$ cat src/rtl/trng_ro_sampler_pp_if.sv
// Output handshake bundle for the TRNG sampler back end.
//   rdata_o  : packed random word, driven by the producer
//   rvalid_o : rdata_o holds an unconsumed word
//   rready_i : consumer accepts the word on this edge
// The sampler uses the master modport; the register block uses slave.
interface trng_ro_sampler_pp_if #(
    parameter int unsigned OUT_W = 32
);
    logic [OUT_W-1:0] rdata_o;
    logic             rvalid_o;
    logic             rready_i;

    modport master (
        output rdata_o,
        output rvalid_o,
        input  rready_i
    );

    modport slave (
        input  rdata_o,
        input  rvalid_o,
        output rready_i
    );
endinterface

$ cat src/rtl/trng_ro_sampler_pp.sv
// Ring-oscillator TRNG sampling and post-processing back end.
// Samples N_CH free-running RO outputs and XOR-folds them to one bit per
// cycle. The bit stream is then decimated, checked by a repetition-count
// health test, optionally von Neumann debiased, and packed LSB first into
// OUT_W-bit words.
// Ports:
//   clk, rst_i    : clock, asynchronous active-high reset
//   en_i          : sampling enable (in-flight bits still drain when low)
//   ro_bits_i     : asynchronous RO outputs
//   dec_i         : dec_i+1 raw bits are XOR-folded into one output bit
//   vn_en_i       : von Neumann debias enable
//   rct_cutoff_i  : repetition-count cutoff, 0 disables the test
//   clr_alarm_i   : clears the sticky alarm and the repetition counter
//   rd            : rdata_o / rvalid_o / rready_i word handshake
//   alarm_o       : sticky health-test failure
module trng_ro_sampler_pp #(
    parameter int unsigned N_CH  = 32,
    parameter int unsigned OUT_W = 32,
    parameter int unsigned DEC_W = 8,
    parameter int unsigned RCT_W = 8
) (
    input  logic                 clk,
    input  logic                 rst_i,
    input  logic                 en_i,
    input  logic [N_CH-1:0]      ro_bits_i,
    input  logic [DEC_W-1:0]     dec_i,
    input  logic                 vn_en_i,
    input  logic [RCT_W-1:0]     rct_cutoff_i,
    input  logic                 clr_alarm_i,
    trng_ro_sampler_pp_if.master rd,
    output logic                 alarm_o
);

    localparam int unsigned PCNT_W = (OUT_W > 2) ? $clog2(OUT_W) : 1;
    localparam logic [PCNT_W-1:0] PCNT_LAST = PCNT_W'(OUT_W - 1);

    // S1 / S2: capture and fold channels
    logic [N_CH-1:0]  s1;
    logic             v1;
    logic             x;
    logic             v2;

    // S3: decimation
    logic             acc;
    logic [DEC_W-1:0] dcnt;
    logic             dbit;
    logic             v3;

    // S4: health test and debias
    logic [RCT_W-1:0] rct_cnt;
    logic [RCT_W-1:0] rct_cnt_nxt;
    logic             rct_last;
    logic             rct_last_nxt;
    logic             alarm_set;

    logic             vn_q;
    logic             vn_flip;
    logic             hold_v;
    logic             hold_b;
    logic             hold_v_nxt;
    logic             hold_b_nxt;
    logic             vn_out_v;
    logic             vn_out_b;

    // Packer and output register
    logic [OUT_W-2:0]  word_q;
    logic [PCNT_W-1:0] pcnt;
    logic [OUT_W-1:0]  rdata_q;
    logic              rvalid_q;
    logic              pack_v;
    logic              word_done;
    logic              out_free;
    logic              load;

    assign rd.rdata_o  = rdata_q;
    assign rd.rvalid_o = rvalid_q;

    // ------------------------------------------------------------------
    // S1: sample RO bank. S2: parity of the sampled channels.
    // ------------------------------------------------------------------
    always_ff @(posedge clk or posedge rst_i) begin
        if (rst_i) begin
            s1 <= '0;
            v1 <= 1'b0;
            x  <= 1'b0;
            v2 <= 1'b0;
        end else begin
            if (en_i) begin
                s1 <= ro_bits_i;
            end
            v1 <= en_i;
            x  <= ^s1;
            v2 <= v1;
        end
    end

    // ------------------------------------------------------------------
    // S3: fold dec_i+1 valid bits into one. dec_i is compared live, so a
    // lowered setting flushes the partial fold on the next valid bit.
    // ------------------------------------------------------------------
    always_ff @(posedge clk or posedge rst_i) begin
        if (rst_i) begin
            acc  <= 1'b0;
            dcnt <= '0;
            dbit <= 1'b0;
            v3   <= 1'b0;
        end else begin
            v3 <= 1'b0;
            if (v2) begin
                if (dcnt >= dec_i) begin
                    dbit <= acc ^ x;
                    v3   <= 1'b1;
                    acc  <= 1'b0;
                    dcnt <= '0;
                end else begin
                    acc  <= acc ^ x;
                    dcnt <= dcnt + DEC_W'(1);
                end
            end
        end
    end

    // ------------------------------------------------------------------
    // S4 repetition-count test. rct_cnt==0 marks "no reference bit yet".
    // ------------------------------------------------------------------
    always_comb begin
        rct_cnt_nxt  = rct_cnt;
        rct_last_nxt = rct_last;
        alarm_set    = 1'b0;
        if (v3) begin
            if (rct_cnt == '0 || dbit != rct_last) begin
                rct_last_nxt = dbit;
                rct_cnt_nxt  = RCT_W'(1);
            end else if (rct_cnt != '1) begin
                rct_cnt_nxt = rct_cnt + RCT_W'(1);
            end
            alarm_set = (rct_cutoff_i != '0) && (rct_cnt_nxt >= rct_cutoff_i);
        end
    end

    // ------------------------------------------------------------------
    // S4 von Neumann. The mode in force is the registered vn_q; an edge
    // where vn_en_i differs from it drops the held half-pair and, in VN
    // mode, the bit arriving with it, so no pair straddles a mode change.
    // ------------------------------------------------------------------
    assign vn_flip = (vn_en_i != vn_q);

    always_comb begin
        hold_v_nxt = hold_v;
        hold_b_nxt = hold_b;
        vn_out_v   = 1'b0;
        vn_out_b   = dbit;
        if (v3) begin
            if (!vn_q) begin
                vn_out_v = 1'b1;
            end else if (!vn_flip) begin
                if (!hold_v) begin
                    hold_v_nxt = 1'b1;
                    hold_b_nxt = dbit;
                end else begin
                    hold_v_nxt = 1'b0;
                    vn_out_v   = (hold_b != dbit);
                    vn_out_b   = hold_b;
                end
            end
        end
        if (vn_flip) begin
            hold_v_nxt = 1'b0;
        end
    end

    always_ff @(posedge clk or posedge rst_i) begin
        if (rst_i) begin
            rct_cnt  <= '0;
            rct_last <= 1'b0;
            alarm_o  <= 1'b0;
            vn_q     <= 1'b0;
            hold_v   <= 1'b0;
            hold_b   <= 1'b0;
        end else begin
            rct_last <= rct_last_nxt;
            rct_cnt  <= clr_alarm_i ? '0 : rct_cnt_nxt;
            // A trigger on the clearing edge keeps the alarm raised.
            if (alarm_set) begin
                alarm_o <= 1'b1;
            end else if (clr_alarm_i) begin
                alarm_o <= 1'b0;
            end
            vn_q   <= vn_en_i;
            hold_v <= hold_v_nxt;
            hold_b <= hold_b_nxt;
        end
    end

    // ------------------------------------------------------------------
    // Packer. Packing is gated by the alarm as it stood before this edge.
    // With the output register occupied, the completing bit is dropped
    // and pcnt parks on the last position until the consumer frees it.
    // ------------------------------------------------------------------
    assign pack_v    = vn_out_v && !alarm_o;
    assign word_done = pack_v && (pcnt == PCNT_LAST);
    assign out_free  = !rvalid_q || rd.rready_i;
    assign load      = word_done && out_free;

    always_ff @(posedge clk or posedge rst_i) begin
        if (rst_i) begin
            word_q   <= '0;
            pcnt     <= '0;
            rdata_q  <= '0;
            rvalid_q <= 1'b0;
        end else begin
            if (pack_v && pcnt != PCNT_LAST) begin
                word_q[pcnt] <= vn_out_b;
                pcnt         <= pcnt + PCNT_W'(1);
            end
            if (load) begin
                rdata_q <= {vn_out_b, word_q};
                pcnt    <= '0;
            end
            rvalid_q <= load || (rvalid_q && !rd.rready_i);
        end
    end

endmodule

$ cat src/flat_wrapper.sv
// flat-port wrapper written by rule: the top's interface ports become plain ports
module trng_ro_sampler_pp_flat 
#(
    parameter int unsigned N_CH  = 32,
    parameter int unsigned OUT_W = 32,
    parameter int unsigned DEC_W = 8,
    parameter int unsigned RCT_W = 8
)
  (clk, rst_i, en_i, ro_bits_i, dec_i, vn_en_i, rct_cutoff_i, clr_alarm_i, alarm_o, rd_rdata_o, rd_rvalid_o, rd_rready_i);
  trng_ro_sampler_pp_if #(.OUT_W(OUT_W)) rd_i ();
  input  logic clk;
  input  logic rst_i;
  input  logic en_i;
  input  logic [N_CH-1:0] ro_bits_i;
  input  logic [DEC_W-1:0] dec_i;
  input  logic vn_en_i;
  input  logic [RCT_W-1:0] rct_cutoff_i;
  input  logic clr_alarm_i;
  output logic alarm_o;
  output wire logic [$bits(rd_i.rdata_o)-1:0] rd_rdata_o;
  output wire logic [$bits(rd_i.rvalid_o)-1:0] rd_rvalid_o;
  input wire logic [$bits(rd_i.rready_i)-1:0] rd_rready_i;
  assign rd_rdata_o = rd_i.rdata_o;
  assign rd_rvalid_o = rd_i.rvalid_o;
  assign rd_i.rready_i = rd_rready_i;
  trng_ro_sampler_pp #(.N_CH(N_CH), .OUT_W(OUT_W), .DEC_W(DEC_W), .RCT_W(RCT_W)) u_core (.clk(clk), .rst_i(rst_i), .en_i(en_i), .ro_bits_i(ro_bits_i), .dec_i(dec_i), .vn_en_i(vn_en_i), .rct_cutoff_i(rct_cutoff_i), .clr_alarm_i(clr_alarm_i), .rd(rd_i), .alarm_o(alarm_o));
endmodule
$ cat config.mk
export PLATFORM = sky130hd
export DESIGN_NAME = trng_ro_sampler_pp_flat
export DESIGN_NICKNAME = d
export VERILOG_FILES = /design/src/rtl/trng_ro_sampler_pp_if.sv /design/src/rtl/trng_ro_sampler_pp.sv /design/src/flat_wrapper.sv
export SDC_FILE = /design/constraint.sdc
export NUM_CORES = 1
export LEC_CHECK = 0
export CORE_ASPECT_RATIO = 2
export CORE_MARGIN = 4
export CORE_UTILIZATION = 30
export CTS_CLUSTER_DIAMETER = 40
export CTS_CLUSTER_SIZE = 16
export DETAILED_ROUTE_END_ITERATION = 6
export SYNTH_ARGS = -nofsm -noshare
export SYNTH_HDL_FRONTEND = slang
export SYNTH_SLANG_ARGS = --single-unit
$ cat constraint.sdc
create_clock -name clk -period 12.2 [get_ports clk]
set_input_delay 1.83 -clock clk [delete_from_list [all_inputs] [get_ports clk]]
set_output_delay 1.83 -clock clk [all_outputs]
set_load 0.01 [all_outputs]
# After elaboration in Yosys (flattened, before gate mapping)
# Index checks and enable logic that the tools add are counted.
# word_totals
input_bits,54
regBits,128
# classes
n_mux,29
n_reduce_logical,25
order_cmp,4
n_eq_ne,6
n_bitwise,2
addsub,3
# op_table
op,count
$mux 8,6
$reduce_xor 32->1,1
$bwmux 31,1
$mux 1,19
$add 8x1->8 const B,2
$ge 8x8->1,2
$mux 5,2
$reduce_bool 2->1,5
$logic_not 8->1,1
$ne 8x8->1 const B,1
$reduce_bool 8->1,1
$logic_and 1x1->1,7
$lt 5x6->1 const B,1
$reduce_and 2->1,3
$add 5x1->5 const B,1
$demux 1 s5,1
$eq 5x5->1 const B,1
$ge 5x1->1 const B,1
$ne 5x5->1 const B,1
$logic_not 1->1,3
$logic_or 1x1->1,3
$ne 1x1->1,3
$reduce_and 3->1,1
$not 1->1,1
$xor 1x1->1,1

# Depth between registers and ports, before layout
# Gate-level depths: netlist of the first run.
# logic_depth
depth_word,9
depth_mapped,12
ltp_nobuf,12

# Worst setup path after synthesis of the first run
# OpenSTA, ideal clock, no wires.
# synth_timing
kind,input -> register
from,in dec_i[0]
to,reg u_core.dcnt[0]
t_arrival_ns,3.556
t_required_ns,12.126
setup_slack_ns,8.570
cell_stages,8
n_path_buf,1
path_cell_list,ha_1 > nand2b_1 > a21o_1 > a211o_1 > a221o_1 > buf_6 > or3b_1 > o21ai_2
# synth_via
elab_chain_len,2
# synth_rtl
item,line,source
start: declaration,flat_wrapper.sv:15,input logic [DEC_W-1:0] dec_i;
$ge 8x8->1,trng_ro_sampler_pp.sv:110,if (dcnt >= dec_i) begin
$mux 8,trng_ro_sampler_pp.sv:110,
end signal: assignment,trng_ro_sampler_pp.sv:117,dcnt <= dcnt + DEC_W'(1);
end: declaration,trng_ro_sampler_pp.sv:45,logic [DEC_W-1:0] dcnt;
# Every way passes these cells.
# A chain may end at the register's enable or synchronous reset.

# Worst setup path in the final report of the first run
# layout_timing
from,in vn_en_i
to,reg u_core.word_q[0]
# layout_via
elab_chain_len,6
elab_cells_between_ends,10
classes_between,eq/ne: 1; mux: 7; reduce/logical: 2
# layout_rtl
item,line,source
start: declaration,flat_wrapper.sv:16,input logic vn_en_i;
$ne 1x1->1 *,trng_ro_sampler_pp.sv:146,assign vn_flip = (vn_en_i != vn_q);
$mux 1,trng_ro_sampler_pp.sv:156,end else if (!vn_flip) begin
$mux 1,trng_ro_sampler_pp.sv:154,if (!vn_q) begin
$mux 1,trng_ro_sampler_pp.sv:153,if (v3) begin
$logic_and 1x1->1,trng_ro_sampler_pp.sv:200,assign pack_v = vn_out_v && !alarm_o;
$logic_and 1x1->1,trng_ro_sampler_pp.sv:212,if (pack_v && pcnt != PCNT_LAST) begin
end signal: indexed assignment,trng_ro_sampler_pp.sv:213,word_q[pcnt] <= vn_out_b;
end: declaration,trng_ro_sampler_pp.sv:66,logic [OUT_W-2:0] word_q;
# Every way passes the cells marked *; elsewhere a longest branch is shown, timed or not.

==> impl_metrics.toml, run 1 <==
[power]
p_int_uw = 882
power_frac_clock = 0.378
combinationalPowerShare = 0.193
seqPwrFrac = 0.430
switchingPower_uw = 339
finalPower_mw = 1.22
swShare = 0.278
peakVddDrop_uv = 68.7
leakagePower_nw = 3.68
powerDensity_nw_per_um2 = 155

[synthesis]
syn_inst = 589
synth_area_leaders = "dfrtp_1 (51%), mux2_2 (12%), nand2_1 (8.1%)"
synth_top_area_cell = "dfrtp_1"
ys_warn_count = 0
synthDistinctLibCells = 48
seq_area_frac_synth = 0.514
synth_ff_type = "dfrtp_1"
synth-seq-cells = 128
synth-edff-count = 0
synth_top_area_share = 0.514
yosysMostFrequentCell = "nand2_1"
synth_area_um2 = 6230
synth_common_cells = "nand2_1 (134), dfrtp_1 (128), mux2_2 (68), xnor2_1 (37), nor2_1 (33)"
synthArstFlopShare = 1.00
synth_nets = 669
synth.avg_cell_area_um2 = 10.6

[global_routing]
grt_pass1_wl_um = 22500
antenna_found_initial = 0
grt_pass1_vias = 4504
overflow = 0
grt_max_degree = 71
grt.total_usage = 0.126

[floorplan]
core_area_um2 = 20500
start_util = 0.305
die_area_um2 = 23300
die_x_um = 110
num_io_pins = 88
die_h_um = 212
rows = 74

[setup_path]
slowest_delay_ns = 0.51
worstPathCellList = "clkdlybuf4s50_1 > inv_1 > ha_1 > nand2b_1 > o21ai_1 > and4bb_1 > and2_1 > nand2_1 > mux2_2"
setup.worst_path.end_class = "flop"
critPathArrivalTime_ns = 4.29
crit_path_max_fanout = 9
startpoint_type = "input pin"
critical_path_class = "in -> reg"
regToRegStartpoint = "u_core.rct_cnt[0]"
critPathSlowestCell = "clkdlybuf4s50_1"
critical_path_required_ns = 12.50
setup.worst_path.start = "vn_en_i"

[min_path]
hold_path_startpoint = "u_core.v1"
hold_path.class = "reg -> reg"

[place]
io_buffers = 87
dpl.cell_count = 918
place.gp.congestion = 0.847
pre_cts_slack_ns = 7.79
dp_hpwl_um = 9610

[clock_network]
clk_pin_slew_ns = 0.05
cts_tree = "built"
clock-sinks = 128
htreeDepth = 4
numCtsBuffers = 17
cts_setup_buffers = 0
cts_resized = 0
ctsHoldBuffers = 0
clk_latency_ns = 0.41
cts-root-buf = "clkbuf_16"
cts.path.max_buffers = 2

[detailed_routing]
drt_wl_total_um = 13500
vias_per_cell = 4.53
vias = 4287
first_pass_iters = 4
postRouteAntennaNets = 0
drc_errors = 0
drt_iter0_drc = 111
drt-wirelength-per-cell_um = 14.2

[sta]
hold_viol = 0
setup_viol = 0
grt_setup_unrepaired = "no"
slew_headroom = 0.411
period_share = 0.328
tightest_slew_ns = 0.884
final_max_slew_viol_count = 0
skew_ns = 0.00478
setup_ws_ns = 8.20
fmax_mhz = 250
tns_ns = 0
hold_slack_ns = 0.353
period_needed_ns = 4.00

[finish]
area_growth_pct = 26.4
drive_gt1_frac = 0.160
final_cell_count_no_fill = 947
num-nets-final = 751
fill_cells = 2009
antenna_cells = 0

[run]
cap_violations = 0

[status]
outcome = "complete, no violations"
state kept, by name, summed over array words and instances (netlist names), 5 cells and up:
register / cells
u_core.dcnt: 8
u_core.pcnt: 5
u_core.word_q: 31
u_core.rd.rdata_o: 32
u_core.rct_cnt: 8
u_core.s1: 32
power by group through the flow:
stage          sequential [mW]  clock, mW  combinational [mW]
3_5_place_dp             0.532          0               0.241
5_1_grt                  0.532      0.495               0.269
2_1_floorplan            0.509          0               0.199
6_report                 0.524      0.461               0.235
4_1_cts                  0.525      0.478               0.242
3_3_place_gp             0.531          0               0.237
metal layers:
layer | wire length [um] | global-route usage | vias to the layer above | part of all wire
li1 | - | - | 2125 | -
met1 | 5180 | 0.135 | 2085 | 0.38
met2 | 7510 | 0.227 | 59 | 0.56
met3 | 497 | 0.0308 | 18 | 0.037
met4 | 291 | 0.0598 | 0 | 0.022
met5 | 0 | 0 | - | 0
path summary, 6_finish.rpt:
path,endpoint,slack (ns),cells after the start
max reg2reg,u_core.alarm_o,9.28,12
min in group asynchronous,u_core.s1[24],1.90,2
min reg2reg,u_core.v2,0.35,0
max,u_core.word_q[0],8.20,9
min,u_core.v2,0.35,0
max in group asynchronous,u_core.rd.rdata_o[5],8.88,3
cell usage in the layout, fill, tap and decap left out, types with 2 or more instances in the layout:
cell and instances:
a211oi_1 4, a21o_1 9, a21o_2 2, a21oi_1 11
a32o_1 3, and2_1 7, and3_1 7, and3b_1 3
buf_4 4, clkbuf_16 17, clkbuf_8 6, clkdlybuf4s50_1 87
clkinv_2 5, dfrtp_1 128, ha_1 26, inv_1 25
mux2_2 68, mux2i_1 2, nand2_1 134, nand2b_1 4
nand3_1 4, nand3b_1 3, nand4_1 5, nor2_1 33
nor3_1 5, nor3b_1 4, nor4_1 2, o21ai_0 9
o22ai_1 2, xnor2_1 37, xor2_1 6
cell type report:
class                      count  area, um^2  share of cell area
multi-input combinational    407        2800               0.356
clock inverter                 6        32.5             0.00413
timing repair buffer          91         901               0.114
inverter                      26         100              0.0127
sequential                   128        3200               0.407
clock buffer                  23         508              0.0645
tap                          266         333              0.0422
worst max-delay path, delay by kind of cell:
kind	cells	cell delay (ns)
buffers and inverters	2	0.57
AND/OR/NAND/NOR	4	1.11
AO/OA/AOI/OAI	1	0.15
multiplexers	1	0.30
adder cells (fa/ha/maj)	1	0.32
metrics by stage:
stage / cell area (um^2) / util
after global placement: 7340 / 0.359
after CTS: 7880 / 0.385
after floorplan: 6230 / -
after detailed placement: 7340 / 0.359
final: 7880 / 0.385
after global routing: 7880 / 0.385
cell families after synthesis:
family / count (synthesis) / share of synthesized area
buffers and inverters: 54 / 0.0363
AOI/OAI and AO/OA: 48 / 0.0518
muxes: 70 / 0.126
adders and majority gates: 26 / 0.0522
and+or+nand+nor: 220 / 0.159
xor gates and xnor gates: 43 / 0.0604
DFF: 128 / 0.514
Power figures use the tool's default switching activity.
==> run 2: changes to the inputs <==
Clock period 12.2 ns to 4 ns, I/O delays scaled along.
==> impl_metrics.toml, run 2 (synthesized netlist as in run 1, its figures left out) <==
[finish]
final_cell_mix = "nand2_1 (134), dfrtp_1 (128), clkdlybuf4s50_1 (87)"
fin_util = 0.390
antenna_cells = 0
area_growth_pct = 28.0
num-nets-final = 752
final_common_cell = "nand2_1"
drive_gt1_frac = 0.165

[place]
dp_hpwl_um = 9780
place.gp.congestion = 0.850
io_buffers = 87

[floorplan]
rows = 74
core_area_um2 = 20500
die_x_um = 110
num_io_pins = 88
die_h_um = 212
start_util = 0.305
die_area_um2 = 23300

[sta]
skew_ns = 0.00827
fmax_mhz = 347
period_needed_ns = 2.88
final_max_slew_viol_count = 0
grt_setup_unrepaired = "no"
tightest_slew_ns = 0.790
slew_headroom = 0.472
period_share = 0.721
hold_slack_ns = 0.354
tns_ns = 0
setup_viol = 0
hold_viol = 0

[power]
powerDensity_nw_per_um2 = 487
leakagePower_nw = 3.71
seqPwrFrac = 0.411
swShare = 0.276
switchingPower_mw = 1.07
combinationalPowerShare = 0.187
p_int_mw = 2.81
peakVddDrop_uv = 235
finalPower_mw = 3.88
power_frac_clock = 0.403

[clock_network]
clock-sinks = 128
cts_setup_buffers = 0
numCtsBuffers = 17
clk_latency_ns = 0.41
cts-root-buf = "clkbuf_16"
cts.path.max_buffers = 2
cts_resized = 0
cts_tree = "built"
ctsHoldBuffers = 0
htreeDepth = 4
clk_pin_slew_ns = 0.06

[global_routing]
grt_use_met3 = 0.0253
grt.total_usage = 0.123
overflow = 0
antenna_found_initial = 0
grt_pass1_wl_um = 22300
grt_pass1_vias = 4487
grt_max_degree = 57
grt.met1_usage = 0.128
grt_use_met2 = 0.232
gr-max-usage-layer = "met2"

[detailed_routing]
drt_wl_total_um = 13400
drt-wirelength-per-cell_um = 14.1
vias = 4322
drc_errors = 0
drt_iter0_drc = 148
first_pass_iters = 4
vias_per_cell = 4.54
postRouteAntennaNets = 0

[setup_path]
critical_path_class = "reg -> reg"
startpoint_type = "flop"
setup.worst_path.end_class = "flop"
critPathArrivalTime_ns = 3.18
crit_path_max_fanout = 9
r2r_setup_slack_ns = 1.12
critical_path_required_ns = 4.29

[status]
outcome = "complete, no violations"

[min_path]
hold_path.class = "reg -> reg"

[run]
cap_violations = 0
==> run 2: cell types whose count changed in the layout (fill, tap and decap cells not counted), sizes merged <==
cell	before	now
buf	4	5
clkinv	5	8
clkinvlp	1	3
bufinv	0	3
clkbuf	23	18
==> run 2: cell type report <==
class | count | area [um^2]
well taps | 266 | 333
repair buffers | 92 | 933
flip-flops and latches | 128 | 3200
clock inverters | 14 | 165
multi-input cells | 407 | 2800
inverters | 26 | 101
clock buffers | 18 | 439
fillers | 2005 | 12500
==> run 2: final timing paths <==
kind	start	end	cells after the start
max reg2reg	u_core.rct_cnt[0]	u_core.alarm_o	12
min in group asynchronous	rst_i	u_core.s1[31]	2
max	u_core.rct_cnt[0]	u_core.alarm_o	12
min reg2reg	u_core.v1	u_core.v2	0
max in group asynchronous	rst_i	u_core.rct_cnt[4]	3
min	u_core.v1	u_core.v2	0
==> run 2: critical path: stages (launching register included) <==
cell and delay (ns):
dfrtp_1 0.43, ha_1 0.25, and2_1 0.17, nand4_1 0.26
nor2b_1 0.27, xnor2_1 0.14, nor2_1 0.06, ha_1 0.29
a21o_1 0.18, a21o_1 0.17, a21oi_1 0.14, o21ai_0 0.12
a32o_1 0.28
==> run 2: routing by layer <==
layer  up-vias  wire length, um
li1       2123                -
met1      2114             5000
met2        67             7670
met3        18              486
met4         0              267
met5         -                0
==> run 2: through the flow <==
step                      instance area, um^2  std cells  setup WS [ns]
after floorplan                          6230        589           1.43
after global placement                   7370        919          0.903
after detailed placement                 7370        919          0.884
after CTS                                7980        951           1.07
after global routing                     7980        951          0.821
final                                    7980        951           1.12
==> run 2: power by group through the flow <==
stage          Clock (mW)  Combinational (mW)  Sequential (mW)
5_1_grt              1.67               0.826             1.62
3_3_place_gp            0               0.732             1.62
6_report             1.57               0.725             1.59
4_1_cts              1.61               0.748             1.60
3_5_place_dp            0               0.744             1.62
2_1_floorplan           0               0.607             1.55
==> run 3: changes to the inputs <==
Clock period 4 ns to 2.7 ns, I/O delays scaled along.
==> impl_metrics.toml, run 3 (synthesized netlist as in run 1, its figures left out) <==
[detailed_routing]
vias_per_cell = 4.51
drt_iter0_drc = 176
first_pass_iters = 4
drc_errors = 0
drt-wirelength-per-cell_um = 14.2
drt_wl_total_um = 13900
postRouteAntennaNets = 0
vias = 4407

[sta]
skew_ns = 0.00647
period_share = 0.948
hold_viol = 0
hold_slack_ns = 0.347
period_needed_ns = 2.56
final_max_slew_viol_count = 0
setup_viol = 0
fmax_mhz = 391
tightest_slew_ns = 0.626
slew_headroom = 0.582

[finish]
antenna_cells = 0
fin_util = 0.401
final_cell_count_no_fill = 978
area_growth_pct = 31.8
final_cell_mix = "nand2_1 (134), dfrtp_1 (127), clkdlybuf4s50_1 (87)"
num-nets-final = 779
fin_area_um2 = 8210
drive_gt1_frac = 0.206
final_common_cell = "nand2_1"

[status]
outcome = "complete, no violations"

[clock_network]
clk_pin_slew_ns = 0.06
cts_tree = "built"
clk_latency_ns = 0.42
cts.path.max_buffers = 2
cts-root-buf = "clkbuf_16"
clock-sinks = 128
numCtsBuffers = 17
htreeDepth = 4

[place]
placed_area_um2 = 7590
io_buffers = 87
dp_hpwl_um = 10000
dpl.cell_count = 943
place.gp.congestion = 0.892

[floorplan]
die_x_um = 110
die_h_um = 212
start_util = 0.305
num_io_pins = 88
die_area_um2 = 23300
core_area_um2 = 20500
rows = 74

[power]
finalPower_mw = 5.73
peakVddDrop_uv = 393
leakagePower_nw = 3.85
powerDensity_nw_per_um2 = 697

[global_routing]
overflow = 0
grt_max_degree = 103
grt_pass1_wl_um = 22900
grt_pass1_vias = 4652
antenna_found_initial = 0
grt.total_usage = 0.129

[setup_path]
critical_path_class = "reg -> reg"
setup.worst_path.start = "u_core.rct_cnt[1]"
critPathMostFrequentCell = "a21o_1"
crit_path_max_fanout = 7
regToRegStartpoint = "u_core.rct_cnt[1]"
r2r_setup_slack_ns = 0.14
critPathSlowestCell = "dfrtp_1"
critPathArrivalTime_ns = 2.86
startpoint_type = "flop"
setup.worst_path.end_class = "flop"
slowest_delay_ns = 0.41
worstPathCellList = "ha_2 > and2_1 > nand4_1 > buf_6 > xnor2_1 > nor2_1 > ha_1 > nand2b_1 > a21o_1 > a21o_1 > a21oi_2 > o21ai_1 > a32o_2"
critical_path_required_ns = 3.00

[min_path]
hold_path.class = "reg -> reg"
hold_path_startpoint = "u_core.v1"

[run]
cap_violations = 0
[run 3: area by class of cell]
type / count / area, um^2
well taps: 266 / 333
fillers: 2021 / 12200
clock buffers: 20 / 457
multi-input cells: 407 / 2830
clock inverters: 12 / 111
repair buffers: 119 / 1180
inverters: 26 / 101
flip-flops and latches: 128 / 3200
[run 3: layer usage]
layer,vias to the layer above,track usage,routed length (um)
li1,2173,-,-
met1,2155,0.131,5240
met2,66,0.240,7810
met3,13,0.0345,546
met4,0,0.0534,278
met5,-,0,0
[run 3: per-stage QoR]
step / worst slack [ns] / TNS [ns]
finish: 0.141 / 0
global route: -0.0196 / -0.0196
CTS: 0.0512 / 0
detailed placement: -0.0874 / -0.104
global placement: -0.0959 / -0.0959
floorplan: 0.126 / 0
[run 3: worst paths after layout]
kind                                      to  depth (start not counted)
min reg2reg                        u_core.v2                          0
min in group asynchronous       u_core.s1[3]                          3
min                                u_core.v2                          0
max reg2reg                   u_core.alarm_o                         13
max in group asynchronous  u_core.rct_cnt[4]                          3
max                           u_core.alarm_o                         13
[run 3: what timing repair did]
| item | in CTS | in global routing |
|---|---|---|
| setup endpoints to repair | 1 | 1 |
| pin swaps | 0 | 1 |
| setup buffers | 0 | 3 |
| resized for setup | 1 | 10 |
| hold buffers | 0 | 0 |
[run 3: power by group]
part	internal, mW	switching, mW	leakage, nW
Sequential	2.13	0.201	1.68
Clock	1.32	0.865	0.272
Combinational	0.644	0.569	1.90
[run 3: critical path, delay by kind of cell, from the launching register on]
family | cells | cell delay [ns]
XOR/XNOR | 1 | 0.12
AO/OA/AOI/OAI | 5 | 0.81
adder cells (fa/ha/maj) | 2 | 0.46
flip-flops | 1 | 0.41
buffers and inverters | 1 | 0.17
AND/OR/NAND/NOR | 4 | 0.48
